`config.mk`:
```
export PLATFORM = sky130hd
export DESIGN_NAME = spi_word_bridge
export DESIGN_NICKNAME = d
export VERILOG_FILES = /design/src/rtl/spi_word_bridge.sv
export SDC_FILE = /design/constraint.sdc
export NUM_CORES = 1
export LEC_CHECK = 0
export BUFFER_PORTS_ARGS = -buffer_cell sky130_fd_sc_hd__buf_2
export CORE_MARGIN = 3
export CORE_UTILIZATION = 25
export CTS_CLUSTER_DIAMETER = 100
export CTS_CLUSTER_SIZE = 28
export DETAILED_ROUTE_END_ITERATION = 6
export PLACE_DENSITY_LB_ADDON = 0.08
export SYNTH_ARGS = -nofsm -noshare
export SYNTH_HDL_FRONTEND = slang
export SYNTH_SLANG_ARGS = --single-unit
```
`constraint.sdc`:
```
create_clock -name clk -period 6.76 [get_ports clk]
set_input_delay 1.352 -clock clk [delete_from_list [all_inputs] [get_ports clk]]
set_output_delay 1.352 -clock clk [all_outputs]
set_load 0.05 [all_outputs]
```
`src/rtl/spi_word_bridge.sv`:
```
// SPI byte driver <-> system bus bridge: packs RX bytes into words, unpacks TX words into bytes.
// Optional SPI_WORD_BRIDGE_LSB_FIRST_EN selects little-endian byte order on both paths.
module spi_word_bridge_fifo #(
    parameter int W     = 32,
    parameter int DEPTH = 4
) (
    input  logic         clk,
    input  logic         rst,
    input  logic         push,
    input  logic [W-1:0] wdata,
    input  logic         pop,
    output logic [W-1:0] rdata,
    output logic         empty,
    output logic         full
);
    localparam int AW = $clog2(DEPTH);

    logic [W-1:0]  mem_q [DEPTH];
    logic [AW-1:0] wr_q, wr_d, rd_q, rd_d;
    logic [AW:0]   cnt_q, cnt_d;
    logic          do_push, do_pop;

    assign empty = (cnt_q == '0);
    assign full  = (cnt_q == (AW+1)'(DEPTH));
    assign rdata = mem_q[rd_q];

    always_comb begin
        do_pop  = pop & ~empty;
        // A full FIFO still accepts a push when the head leaves in the same cycle.
        do_push = push & (~full | do_pop);
        wr_d    = do_push ? wr_q + 1'b1 : wr_q;
        rd_d    = do_pop  ? rd_q + 1'b1 : rd_q;
        cnt_d   = cnt_q + (AW+1)'(do_push) - (AW+1)'(do_pop);
    end

    always_ff @(posedge clk) begin
        if (rst) begin
            wr_q  <= '0;
            rd_q  <= '0;
            cnt_q <= '0;
        end else begin
            wr_q  <= wr_d;
            rd_q  <= rd_d;
            cnt_q <= cnt_d;
        end
    end

    always_ff @(posedge clk) begin
        if (do_push) mem_q[wr_q] <= wdata;
    end
endmodule

module spi_word_bridge #(
    parameter int DATA_WIDTH     = 32,
    parameter int ATTR_WIDTH     = 4,
    parameter int SPI_DATA_WIDTH = 8,
    parameter int FIFO_DEPTH     = 4
) (
    input  logic                      clk,
    input  logic                      rst,
    input  logic                      signal_cycle,
    input  logic                      signal_wr,
    input  logic [DATA_WIDTH-1:0]     data_in,
    input  logic [ATTR_WIDTH-1:0]     attr_in,
    input  logic                      signal_oe,
    output logic [DATA_WIDTH-1:0]     data_out,
    output logic [ATTR_WIDTH-1:0]     attr_out,
    output logic                      flag_start,
    output logic                      flag_stop,
    input  logic                      spi_ready,
    input  logic [SPI_DATA_WIDTH-1:0] spi_rx_byte,
    output logic [SPI_DATA_WIDTH-1:0] spi_tx_byte,
    input  logic                      cs
);
    localparam int DW    = DATA_WIDTH;
    localparam int SW    = SPI_DATA_WIDTH;
    localparam int BYTES = DW / SW;
    localparam int CW    = $clog2(BYTES) + 1;

    typedef enum logic [1:0] {IDLE, LOAD, XFER} state_t;

`ifdef SPI_WORD_BRIDGE_LSB_FIRST_EN
    function automatic logic [SW-1:0] first_byte(input logic [DW-1:0] w);
        return w[SW-1:0];
    endfunction
    function automatic logic [DW-1:0] next_word(input logic [DW-1:0] w);
        return w >> SW;
    endfunction
    function automatic logic [DW-1:0] pack(input logic [DW-1:0] acc, input logic [SW-1:0] b);
        return (acc >> SW) | (DW'(b) << (DW - SW));
    endfunction
`else
    function automatic logic [SW-1:0] first_byte(input logic [DW-1:0] w);
        return w[DW-1 -: SW];
    endfunction
    function automatic logic [DW-1:0] next_word(input logic [DW-1:0] w);
        return w << SW;
    endfunction
    function automatic logic [DW-1:0] pack(input logic [DW-1:0] acc, input logic [SW-1:0] b);
        return (acc << SW) | DW'(b);
    endfunction
`endif

    state_t          state_q, state_d;
    logic            cs_q, cs_d;
    logic [CW-1:0]   cnt_q, cnt_d;
    logic [DW-1:0]   acc_q, acc_d, shift_q, shift_d, data_out_q, data_out_d;
    logic [SW-1:0]   tx_byte_q, tx_byte_d;
    logic            flag_start_q, flag_start_d, flag_stop_q, flag_stop_d;
    logic            valid_q, valid_d, ovf_q, ovf_d, ferr_q, ferr_d, und_q, und_d;
    logic            ovf_set, ferr_set, und_set;
    logic            rx_push, rx_pop, rx_empty, rx_full, tx_pop, tx_empty, tx_full;
    logic [DW-1:0]   rx_head, tx_head;
    logic            cs_rise, cs_fall;
    logic            unused_in;

    assign unused_in = ^{attr_in, tx_full};
    assign cs_rise   = cs & ~cs_q;
    assign cs_fall   = ~cs & cs_q;
    assign rx_pop    = signal_oe & ~rx_empty;

    spi_word_bridge_fifo #(.W(DW), .DEPTH(FIFO_DEPTH)) u_rx_fifo (
        .clk(clk), .rst(rst), .push(rx_push), .wdata(acc_d), .pop(rx_pop),
        .rdata(rx_head), .empty(rx_empty), .full(rx_full)
    );

    spi_word_bridge_fifo #(.W(DW), .DEPTH(FIFO_DEPTH)) u_tx_fifo (
        .clk(clk), .rst(rst), .push(signal_wr), .wdata(data_in), .pop(tx_pop),
        .rdata(tx_head), .empty(tx_empty), .full(tx_full)
    );

    always_comb begin
        state_d      = state_q;
        cs_d         = cs;
        cnt_d        = cnt_q;
        acc_d        = acc_q;
        shift_d      = shift_q;
        tx_byte_d    = tx_byte_q;
        flag_start_d = 1'b0;
        flag_stop_d  = 1'b0;
        ovf_set      = 1'b0;
        ferr_set     = 1'b0;
        und_set      = 1'b0;
        rx_push      = 1'b0;
        tx_pop       = 1'b0;

        if (cs_rise) begin
            // Frame end dominates; unsent TX bytes are simply abandoned.
            state_d     = IDLE;
            flag_stop_d = 1'b1;
            ferr_set    = (cnt_q != '0);
            cnt_d       = '0;
        end else begin
            case (state_q)
                IDLE: if (cs_fall) begin
                    state_d      = LOAD;
                    flag_start_d = 1'b1;
                end
                LOAD: begin
                    tx_pop    = ~tx_empty;
                    und_set   = tx_empty;
                    shift_d   = tx_empty ? '0 : tx_head;
                    tx_byte_d = first_byte(shift_d);
                    acc_d     = '0;
                    cnt_d     = '0;
                    state_d   = XFER;
                end
                XFER: if (spi_ready) begin
                    acc_d = pack(acc_q, spi_rx_byte);
                    if (cnt_q == CW'(BYTES - 1)) begin
                        rx_push = 1'b1;
                        ovf_set = rx_full & ~rx_pop;
                        cnt_d   = '0;
                        tx_pop  = ~tx_empty;
                        und_set = tx_empty;
                        shift_d = tx_empty ? '0 : tx_head;
                    end else begin
                        cnt_d   = cnt_q + 1'b1;
                        shift_d = next_word(shift_q);
                    end
                    tx_byte_d = first_byte(shift_d);
                end
                default: state_d = IDLE;
            endcase
        end

        data_out_d = data_out_q;
        valid_d    = valid_q;
        if (signal_oe) begin
            data_out_d = rx_empty ? '0 : rx_head;
            valid_d    = ~rx_empty;
        end

        ovf_d  = ovf_set  | (ovf_q  & ~signal_cycle);
        ferr_d = ferr_set | (ferr_q & ~signal_cycle);
        und_d  = und_set  | (und_q  & ~signal_cycle);
    end

    always_ff @(posedge clk) begin
        if (rst) begin
            state_q      <= IDLE;
            cs_q         <= 1'b1;
            cnt_q        <= '0;
            acc_q        <= '0;
            shift_q      <= '0;
            tx_byte_q    <= '0;
            flag_start_q <= 1'b0;
            flag_stop_q  <= 1'b0;
            data_out_q   <= '0;
            valid_q      <= 1'b0;
            ovf_q        <= 1'b0;
            ferr_q       <= 1'b0;
            und_q        <= 1'b0;
        end else begin
            state_q      <= state_d;
            cs_q         <= cs_d;
            cnt_q        <= cnt_d;
            acc_q        <= acc_d;
            shift_q      <= shift_d;
            tx_byte_q    <= tx_byte_d;
            flag_start_q <= flag_start_d;
            flag_stop_q  <= flag_stop_d;
            data_out_q   <= data_out_d;
            valid_q      <= valid_d;
            ovf_q        <= ovf_d;
            ferr_q       <= ferr_d;
            und_q        <= und_d;
        end
    end

    always_comb begin
        attr_out      = '0;
        attr_out[3:0] = {und_q, ferr_q, ovf_q, valid_q};
    end

    assign data_out    = data_out_q;
    assign flag_start  = flag_start_q;
    assign flag_stop   = flag_stop_q;
    assign spi_tx_byte = tx_byte_q;
endmodule

```
Word-level counts from Yosys, hierarchy flattened
Memory sizes are Yosys's and may differ from the RTL's. A register that Yosys moved wholly into a read port is not among the register bits.
Cells that the tools add are included.
Storage, ports and cells
  register bits after elaboration: 122
  memory bits (writable): 256
  input port bits: 51
  output and inout bits: 46
  word-level logic and storage cells: 117
  memories kept: 2
Memory list
  u_rx_fifo.mem_q: depth 4, width 32, read ports 1, clocked after memory_dff 1, write ports 1, line 18  | logic [W-1:0] mem_q [DEPTH];
  u_tx_fifo.mem_q: depth 4, width 32, read ports 1, clocked after memory_dff 1, write ports 1, line 18
Operators by class
  add/sub/neg operators: 9
  eq/ne operators: 7
  muxes and demuxes: 42
  bitwise operators: 28
  reductions and logical operators: 10
Operators with widths (count)
  2-to-1 mux 32 bit: 5
  case mux 32 bit (2 select lines): 1
  case mux 24 bit (2 select lines): 1
  bitwise OR 32 x 8 -> 32 bit: 1
  2-to-1 mux 24 bit: 1
  2-to-1 mux 1 bit: 21
  case mux 8 bit (2 select lines): 1
  AND 1 bit: 11
  inverter 1 bit: 11
  2-to-1 mux 2 bit: 5
  adder 2 x 1 -> 2 bit, second input constant: 4
  2-to-1 mux 8 bit: 1
  adder 3 x 1 -> 3 bit: 2
  == test 3 bit, second input constant: 2
  logical NOT 3 bit: 2
  2-to-1 mux 3 bit: 2
  case mux 2 bit (3 select lines): 1
  case mux 3 bit (2 select lines): 1
  subtractor 3 x 1 -> 3 bit: 2
  bitwise OR 1 bit: 5
  != test 2 bit, second input constant: 2
  case mux 1 bit (2 select lines): 2
  AND reduction 2 bit: 2
  adder 3 x 1 -> 3 bit, second input constant: 1
  9 further kinds: 9

Longest topological paths before layout
Gate-level depths: netlist of the first run.
  depth after elaboration: 11
  depth in mapped cells: 12
  depth with buffers taken out: 11

By module
From an unflattened synthesis of the first run, not the netlist that was laid out.
Second synthesis, totals
  cells, all modules: 1019
  area, all modules: 15376.0 um^2
Modules (own cells, without submodules)
  spi_word_bridge_fifo at u_tx_fifo: times used 1, cells an instance 214, area an instance 5198.7 um^2, seq. area each 4023.9 um^2
  spi_word_bridge_fifo at u_rx_fifo: times used 1, cells an instance 214, area an instance 5191.2 um^2, seq. area each 4023.9 um^2
  spi_word_bridge: times used 1, cells an instance 591, area an instance 4986.0 um^2, seq. area each 2162.1 um^2

Least setup slack after synthesis of the first run
OpenSTA, ideal clock, no wires.
  path kind: input port to flip-flop
  start point: in spi_ready
  end point: mem u_tx_fifo.mem_q[0][0] (enable)
  setup time: 0.392 ns
  arrival: 2.864 ns
  required time: 6.368 ns
  path slack: 3.504 ns
  cell stages on the path: 4
  path buffers: 0
  cell sequence: and4b_4 > o211ai_4 > a21boi_1 > and2_1
On the way
  word-level cells in the longest chain between the ends: 8
Ends and longest elaborated chain
  start, declared: line 70  | input logic spi_ready,
  2-to-1 mux 1 bit: line 168  | XFER: if (spi_ready) begin
  case mux 1 bit (2 select lines): line 154  | case (state_q)
  2-to-1 mux 1 bit: line 147  | if (cs_rise) begin
  AND 1 bit: line 28  | do_pop = pop & ~empty;
  bitwise OR 1 bit: line 30  | do_push = push & (~full | do_pop);
  AND 1 bit: line 30
  named net u_tx_fifo.do_push: line 21  | logic do_push, do_pop;
  2-to-1 mux 1 bit: line 49  | if (do_push) mem_q[wr_q] <= wdata;
  2-to-1 mux 1 bit (implied by the code): line 49
  end, declared: line 18
The timed path passes the listed nets, and every way through them passes these cells.

Worst setup path in the final report of the first run
  start point: in spi_ready
  end point: mem u_rx_fifo.mem_q[0][19] (enable)
On the way
  word-level cells in the longest chain between the ends: 6
Ends and longest elaborated chain (line)
  2-to-1 mux 1 bit: 168
  2-to-1 mux 1 bit: 154
  2-to-1 mux 1 bit: 147
  AND 1 bit: 30
  named net u_rx_fifo.do_push: 21
  2-to-1 mux 1 bit: 49
  2-to-1 mux 1 bit (implied by the code): 49
  end, declared: 18
The timed path passes the listed nets, and every way through them passes these cells.

==> results.json, run 1 <==
{
  "required_ns": 6.97,
  "leakagePower_uw": 0.00533,
  "die_area_um2": 60400,
  "highest_layer": "met5",
  "seq_power_share": 0.547,
  "wl_met1_mm": 13.8,
  "synthCells": 861,
  "status": "finished clean",
  "vias": 7317,
  "first_iter_violations": 312,
  "row_count": 87,
  "wl_met2_mm": 18.0,
  "end_kind": "flip-flop",
  "fin_skew_ns": 0.0197,
  "cts_num_sinks": 382,
  "swShare": 0.301,
  "final-seq-area_um2": 10200,
  "cts_hold_buf": 0,
  "clk_pin_slew_worst_paths_ns": 0.10,
  "setup-violations-final": 0,
  "cap_violations": 0,
  "rrSetupSlack_ns": 3.59,
  "fin_nets": 1002,
  "met3_length_mm": 1.18,
  "startpoint": "spi_ready",
  "dp_hpwl_mm": 19.2,
  "antenna_found_initial": 4,
  "yosys_warnings": 0,
  "grt_first_pass_wirelength_mm": 51.1,
  "drc_errors": 0,
  "hold_violations": 0,
  "cts_root_buf": "clkbuf_16",
  "syn_area_per_cell_um2": 16.7,
  "final_common_cell": "edfxtp_1",
  "powerDensity_nw_per_um2": 320,
  "synthMuxAreaShare": 0.103,
  "p_switching_uw": 1560,
  "rsz0062_at_grt": "false",
  "crit_path_start_kind": "primary input",
  "worstPathMaxFanout": 17,
  "grt_util_all_layers": 0.112,
  "yosys.area_share.simple": 0.0608,
  "hold_class": "reg2reg",
  "clkPwrFrac": 0.259,
  "place_congestion": 0.672,
  "crit_end": "u_rx_fifo.mem_q[0][19]",
  "grt_max_degree": 75,
  "period_needed_ns": 3.30,
  "synth_top_family_by_area": "multiplexers",
  "insertion_delay_ns": 0.54,
  "period_share": 0.488,
  "wl_per_cell_um": 19.7,
  "arrival_ns": 3.51,
  "die_w_um": 246,
  "ys_types": 46,
  "final_layout_size_suffix_gt1_frac": 0.225,
  "ir_drop_mv": 0.151,
  "ant_nets": 0,
  "path_class": "in2reg",
  "r2r.worst_path.cells": 6,
  "numCtsBuffers": 19,
  "slew_headroom": 0.267,
  "fmax_mhz": 303,
  "final_cell_mix": "edfxtp_1, dfxtp_1, buf_2, nor2_1, mux4_2",
  "pre_cts_slack_ns": 2.74,
  "die_y_um": 246,
  "cts_buffer_depth": 3,
  "cts-htree-levels": 1,
  "drt_wl_total_mm": 33.5,
  "fillCellCount": 5703,
  "firstDrtPassIters": 4,
  "synth-compound-area-share": 0.0753,
  "worstReg2RegStart": "state_q[0]",
  "synth-seq-area-share": 0.710,
  "tightestPinTransition_ns": 1.10,
  "synthAdderAreaFrac": 0.0176,
  "setup-tns-final_ns": 0,
  "syn-cell-area_um2": 14400,
  "syn-num-nets": 931,
  "areaGrowthSynthToFinish_pct": 12.5,
  "r2r_end": "u_rx_fifo.mem_q[0][19]",
  "grt_overflow": 0,
  "ctsResizeCount": 0,
  "drv_slew": 0,
  "synth_xor_area_frac": 0.00426,
  "intPower_uw": 3620,
  "port_buffers": 92,
  "cts_tree": "built",
  "core_area_um2": 56600,
  "cts_setup_buffers": 0,
  "initial_utilization": 0.254,
  "worst_slack_ns": 3.46,
  "ys_ff_latch": 382,
  "first_global_vias": 7823,
  "p_comb_frac": 0.195,
  "vias_per_cell": 4.30,
  "min_path_cells": 2,
  "io_pins": 97,
  "multi_input_area_um2": 3760
}
power groups by stage:
stage	Clock, uW	Sequential, uW	Combinational (uW)
after floorplan	0	3000	631
final	1340	2830	1010
after global placement	0	2900	1040
after CTS	1420	2850	1050
after global routing	1500	2870	1120
after detailed placement	0	2900	1050
cell usage after synthesis (all sizes together):
cell	instances	area, um^2
and4b	1	13.8
nor2b	10	62.6
mux4	64	1440
o21ai	4	20.0
nand2b	6	45.0
nor2	73	277
xnor2	5	43.8
dfxtp	126	2520
a21oi	16	80.1
a2111oi	1	8.76
a211oi	24	185
and3	1	6.26
and2	8	50.1
and4	1	8.76
nand2	14	52.6
a22oi	57	428
a21boi	1	7.51
or2	1	6.26
o31a	1	8.76
a32oi	2	17.5
a2bb2oi	1	8.76
clkbuf	21	78.8
a22o	32	280
ha	17	213
o311ai	1	8.76
and2b	28	210
nor3b	4	41.3
o21a	1	7.51
buf	38	268
nor3	4	20.0
nand3	9	45.0
or3	3	18.8
edfxtp	256	7690
mux2i	4	40.0
nor4b	2	17.5
inv	19	71.3
o211ai	1	21.3
xor2	2	17.5
fa	2	40.0
final cells by class:
class,count,area share
Timing Repair Buffer,109,0.0365
Sequential cell,382,0.631
Antenna cell,1,0.000155
Multi-Input combinational cell,401,0.232
Clock buffer,26,0.0316
Tap cell,756,0.0585
Inverter,19,0.00441
Clock inverter,7,0.00510
worst max-delay path, stage by stage:
cell     delay [ns]
buf_2          0.14
and4b_4        0.29
nor3b_4        0.35
and2_1         0.91
buf_4          0.45
flip-flops by register name, summed over array words and instances, names as in the netlist, 8 cells and up, named ones only:
| register | flops |
|---|---|
| acc_q | 32 |
| data_out | 32 |
| shift_q | 24 |
| spi_tx_byte | 8 |
| u_rx_fifo.mem_q | 128 |
| u_tx_fifo.mem_q | 128 |
worst min path at each step:
stage / from / endpoint / slack, ns
after global placement: shift_q[2] / shift_q[2] / 0.45
after global routing: shift_q[2] / shift_q[2] / 0.49
final: shift_q[2] / shift_q[2] / 0.46
after floorplan: shift_q[0] / shift_q[0] / 0.44
after CTS: shift_q[2] / shift_q[2] / 0.47
after detailed placement: shift_q[2] / shift_q[2] / 0.45
per-layer routing:
metal  track usage  vias up
met1         0.134     3747
li1              -     3441
met5             0        -
met3        0.0184       30
met4        0.0175        4
met2         0.211       95
kinds of logic after synthesis:
| logic type | after synthesis |
|---|---|
| xor gates and xnor gates | 7 |
| buffers and inverters | 78 |
| and+or+nand+nor | 165 |
| AOI/OAI and AO/OA | 142 |
| adders and majority gates | 19 |
| DFF | 382 |
| muxes | 68 |
per-stage QoR:
| step | instance area [um^2] | hold slack, ns | util | power [uW] | std cells |
|---|---|---|---|---|---|
| floorplan | 14400 | 0.437 | - | 3630 | 861 |
| global placement | 15600 | 0.448 | 0.275 | 3940 | 1667 |
| detailed placement | 15600 | 0.452 | 0.275 | 3950 | 1667 |
| CTS | 16200 | 0.466 | 0.286 | 5310 | 1700 |
| global route | 16200 | 0.490 | 0.286 | 5490 | 1700 |
| finish | 16200 | 0.464 | 0.286 | 5180 | 1701 |
Power figures use the tool's default switching activity.
==> inputs of run 2 (changes only) <==
Clock period 6.76 ns to 3.4 ns, I/O delays scaled along.
==> results.json, run 2 (synthesis results as in run 1) <==
{
  "status": "finished clean",
  "cts_buffer_depth": 3,
  "final_layout_size_suffix_gt1_frac": 0.234,
  "period_share": 0.796,
  "areaGrowthSynthToFinish_pct": 14.1,
  "cts_num_sinks": 382,
  "first_global_vias": 8024,
  "end_kind": "flip-flop",
  "tightestPinTransition_ns": 0.927,
  "path_class": "reg2reg",
  "cts_hold_buf": 0,
  "period_needed_ns": 2.71,
  "initial_utilization": 0.254,
  "drt_wl_total_mm": 33.5,
  "fmax_mhz": 370,
  "rsz0062_at_grt": "false",
  "setup-violations-final": 0,
  "clkPwrFrac": 0.275,
  "swShare": 0.300,
  "antenna_found_initial": 5,
  "firstDrtPassIters": 4,
  "ir_drop_mv": 0.300,
  "fin_skew_ns": 0.0384,
  "ant_nets": 0,
  "first_iter_violations": 356,
  "cts_setup_buffers": 0,
  "largestRegisters": "u_rx_fifo.mem_q x128, u_tx_fifo.mem_q x128",
  "vias_per_cell": 4.28,
  "arrival_ns": 3.13,
  "io_pins": 97,
  "vias": 7335,
  "die_area_um2": 60400,
  "setup-tns-final_ns": 0,
  "clk_pin_slew_worst_paths_ns": 0.11,
  "required_ns": 3.82,
  "core_area_um2": 56600,
  "grt_overflow": 0,
  "grt_util_all_layers": 0.112,
  "final_common_cell": "edfxtp_1",
  "cts_root_buf": "clkbuf_16",
  "ctsResizeCount": 0,
  "drc_errors": 0,
  "seq_power_share": 0.521,
  "wl_per_cell_um": 19.6,
  "drv_slew": 0,
  "die_y_um": 246,
  "cts_tree": "built",
  "p_comb_frac": 0.204,
  "powerDensity_nw_per_um2": 646,
  "insertion_delay_ns": 0.56,
  "leakagePower_uw": 0.00544,
  "p_switching_uw": 3190,
  "numCtsBuffers": 20,
  "cts-htree-levels": 1,
  "fillCellCount": 5692,
  "row_count": 87,
  "slew_headroom": 0.381,
  "fin_nets": 1011,
  "place_congestion": 0.676,
  "worstPathMaxFanout": 10,
  "grt_first_pass_wirelength_mm": 51.4,
  "intPower_uw": 7420,
  "hold_class": "in2reg",
  "hold_violations": 0,
  "dp_hpwl_mm": 19.5,
  "port_buffers": 92,
  "grt_max_degree": 64,
  "final_cell_mix": "edfxtp_1, dfxtp_1, buf_2, nor2_1, mux4_2",
  "cap_violations": 0,
  "crit_path_start_kind": "flip-flop",
  "hold_ws_ns": 0.329,
  "die_w_um": 246
}
run 2: cell type report:
type,instances,area (um^2),area share
sequential,382,10200,0.622
clock inverter,9,135,0.00823
inverter,19,71.3,0.00435
clock buffer,27,548,0.0334
multi-input combinational,401,3760,0.229
timing repair buffer,117,738,0.0450
antenna,1,2.50,0.000152
tap,756,946,0.0576
run 2: stage by stage:
| step | cells | util | total power (uW) | worst slack (ns) | cell area (um^2) |
|---|---|---|---|---|---|
| floorplan | 861 | - | 7220 | 0.816 | 14400 |
| global placement | 1675 | 0.278 | 7890 | 0.660 | 15700 |
| detailed placement | 1675 | 0.278 | 7890 | 0.669 | 15700 |
| CTS | 1711 | 0.290 | 10900 | 0.636 | 16400 |
| global route | 1711 | 0.290 | 11200 | 0.427 | 16400 |
| finish | 1712 | 0.290 | 10600 | 0.694 | 16400 |
run 2: power groups by stage:
stage | clock network [uW] | logic [uW] | registers [uW]
floorplan | 0 | 1260 | 5970
global placement | 0 | 2250 | 5640
detailed placement | 0 | 2250 | 5650
CTS | 3100 | 2250 | 5540
global route | 3240 | 2400 | 5580
finish | 2910 | 2170 | 5530
run 2: metal layers:
metal  routed length (um)  track usage
met5                   47            0
met3                  971       0.0173
met2                17700        0.209
met4                  550       0.0241
met1                14200        0.136
run 2: path summary, 6_finish.rpt:
kind,startpoint,endpoint,slack (ns),cells past startpoint
worst max-delay path,state_q[0],u_tx_fifo.cnt_q[2],0.69,11
worst max register to register,state_q[0],u_tx_fifo.cnt_q[2],0.69,11
worst min register to register,shift_q[4],shift_q[4],0.46,2
worst min-delay path,data_in[8],u_tx_fifo.mem_q[2][8],0.33,1
run 2: critical path, stage by stage (launching register included):
cell and delay, ns:
dfxtp_1 0.39, inv_1 0.08, ha_1 0.33, and4b_4 0.26, o211ai_4 0.27, nor2_1 0.10
ha_1 0.28, inv_1 0.04, ha_1 0.20, fa_1 0.41, xnor2_1 0.17, nor2_1 0.05
==> inputs of run 3 (changes only) <==
Clock period 3.4 ns to 2.5 ns, I/O delays scaled along.
==> results.json, run 3 (synthesis results as in run 1) <==
{
  "status": "finished clean",
  "clk_pin_slew_worst_paths_ns": 0.11,
  "period_share": 0.922,
  "hold_class": "in2reg",
  "worst_slack_ns": 0.195,
  "worstReg2RegStart": "state_q[0]",
  "ctsResizeCount": 0,
  "wl_met2_mm": 18.5,
  "diodes": 0,
  "worstPathMaxFanout": 3,
  "highest_layer": "met5",
  "dp_hpwl_mm": 20.5,
  "required_ns": 2.93,
  "wl_per_cell_um": 19.8,
  "grt_max_degree": 57,
  "grt_first_pass_wirelength_mm": 51.5,
  "min_path_cells": 1,
  "grt_util_all_layers": 0.113,
  "die_w_um": 246,
  "end_kind": "flip-flop",
  "place_congestion": 0.657,
  "wl_met1_mm": 13.8,
  "min_to": "u_tx_fifo.mem_q[2][26]",
  "first_iter_violations": 316,
  "cts_root_buf": "clkbuf_16",
  "cts_buffer_depth": 3,
  "fin_nets": 1023,
  "die_y_um": 246,
  "vias_per_cell": 4.33,
  "leakagePower_uw": 0.00555,
  "final_cell_mix": "edfxtp_1, dfxtp_1, buf_2, nor2_1, mux4_2",
  "largestRegisters": "u_rx_fifo.mem_q x128, u_tx_fifo.mem_q x128",
  "rrSetupSlack_ns": 0.19,
  "areaGrowthSynthToFinish_pct": 16.2,
  "multi_input_area_um2": 3760,
  "row_count": 87,
  "first_global_vias": 7966,
  "antenna_found_initial": 5,
  "cts_tree": "built",
  "final-seq-area_um2": 10200,
  "hold_ws_ns": 0.159,
  "slowest_stage": "fa_1",
  "core_area_um2": 56600,
  "io_pins": 97,
  "hold_violations": 0,
  "tightestPinTransition_ns": 0.600,
  "crit_path_start_kind": "flip-flop",
  "r2r.worst_path.cells": 11,
  "setup-tns-final_ns": 0,
  "arrival_ns": 2.74,
  "numCtsBuffers": 20,
  "cts_num_sinks": 382,
  "cp_cell_sequence": "inv_1, ha_1, and4b_4, o211ai_4, nor2_1, ha_1, inv_1, ha_1, fa_1, xnor2_1, nor2_1",
  "fin_skew_ns": 0.0278,
  "ir_drop_mv": 0.537,
  "final_util": 0.295,
  "met3_length_um": 882,
  "vias": 7450,
  "ant_nets": 0,
  "final_layout_size_suffix_gt1_frac": 0.246,
  "cts-htree-levels": 1,
  "die_area_um2": 60400,
  "slew_headroom": 0.600,
  "period_needed_ns": 2.31,
  "drt_wl_total_mm": 34.0,
  "cts_setup_buffers": 0,
  "insertion_delay_ns": 0.56,
  "cap_violations": 0,
  "drv_slew": 0,
  "rsz0062_at_grt": "false",
  "fillCellCount": 5655,
  "r2r_end": "u_tx_fifo.cnt_q[2]",
  "port_buffers": 92,
  "fmax_mhz": 434,
  "critPathMaxStageDelay_ns": 0.40,
  "cts_hold_buf": 0,
  "pre_cts_slack_ns": 0.133,
  "final_common_cell": "edfxtp_1",
  "initial_utilization": 0.254,
  "p_total_uw": 14600,
  "grt_overflow": 0,
  "critPathMostFrequentCell": "ha_1",
  "setup-violations-final": 0,
  "hp-start": "data_in[26]",
  "path_class": "reg2reg",
  "drc_errors": 0,
  "firstDrtPassIters": 5,
  "powerDensity_nw_per_um2": 872
}
## run 3: how the worst max path moves through the flow
stage                                  to  cells after the start  slack, ns        from
floorplan           u_rx_fifo.mem_q[1][0]                      6       0.05  state_q[0]
global placement       u_tx_fifo.cnt_q[2]                     10       0.13   spi_ready
detailed placement     u_tx_fifo.cnt_q[2]                     10       0.13   spi_ready
CTS                    u_tx_fifo.cnt_q[2]                     11       0.17  state_q[0]
global route           u_tx_fifo.cnt_q[2]                     11       0.05  state_q[0]
finish                 u_tx_fifo.cnt_q[2]                     11       0.19  state_q[0]
## run 3: final cells by class
class | count | share of cell area
flip-flops and latches | 382 | 0.611
multi-input cells | 401 | 0.225
repair buffers | 129 | 0.0616
well taps | 756 | 0.0566
clock buffers | 27 | 0.0328
clock inverters | 8 | 0.00794
inverters | 19 | 0.00427
## run 3: per-stage QoR
step	std cells	cell area, um^2
2_1_floorplan	861	14400
3_3_place_gp	1687	16000
3_5_place_dp	1687	16000
4_1_cts	1722	16700
5_1_grt	1722	16700
6_report	1722	16700
## run 3: report_power, final
part	leakage [uW]	internal (uW)	switching (uW)
Combinational	0.00192	1200	1920
Clock	0.000329	1760	2210
Sequential	0.00331	7250	237
Total	0.00555	10200	4360
## run 3: per-layer routing
layer  track usage  vias to the layer above
li1              -                     3493
met1         0.133                     3815
met2         0.217                       99
met3        0.0154                       39
met4        0.0259                        4
met5             0                        -
## run 3: critical path, delay by kind of cell (launching register included)
family	cells	cell delay, ns
buffers and inverters	2	0.10
AND/OR/NAND/NOR	3	0.34
XOR/XNOR	1	0.16
adder cells (fa/ha/maj)	4	1.11
AO/OA/AOI/OAI	1	0.17
flip-flops	1	0.34
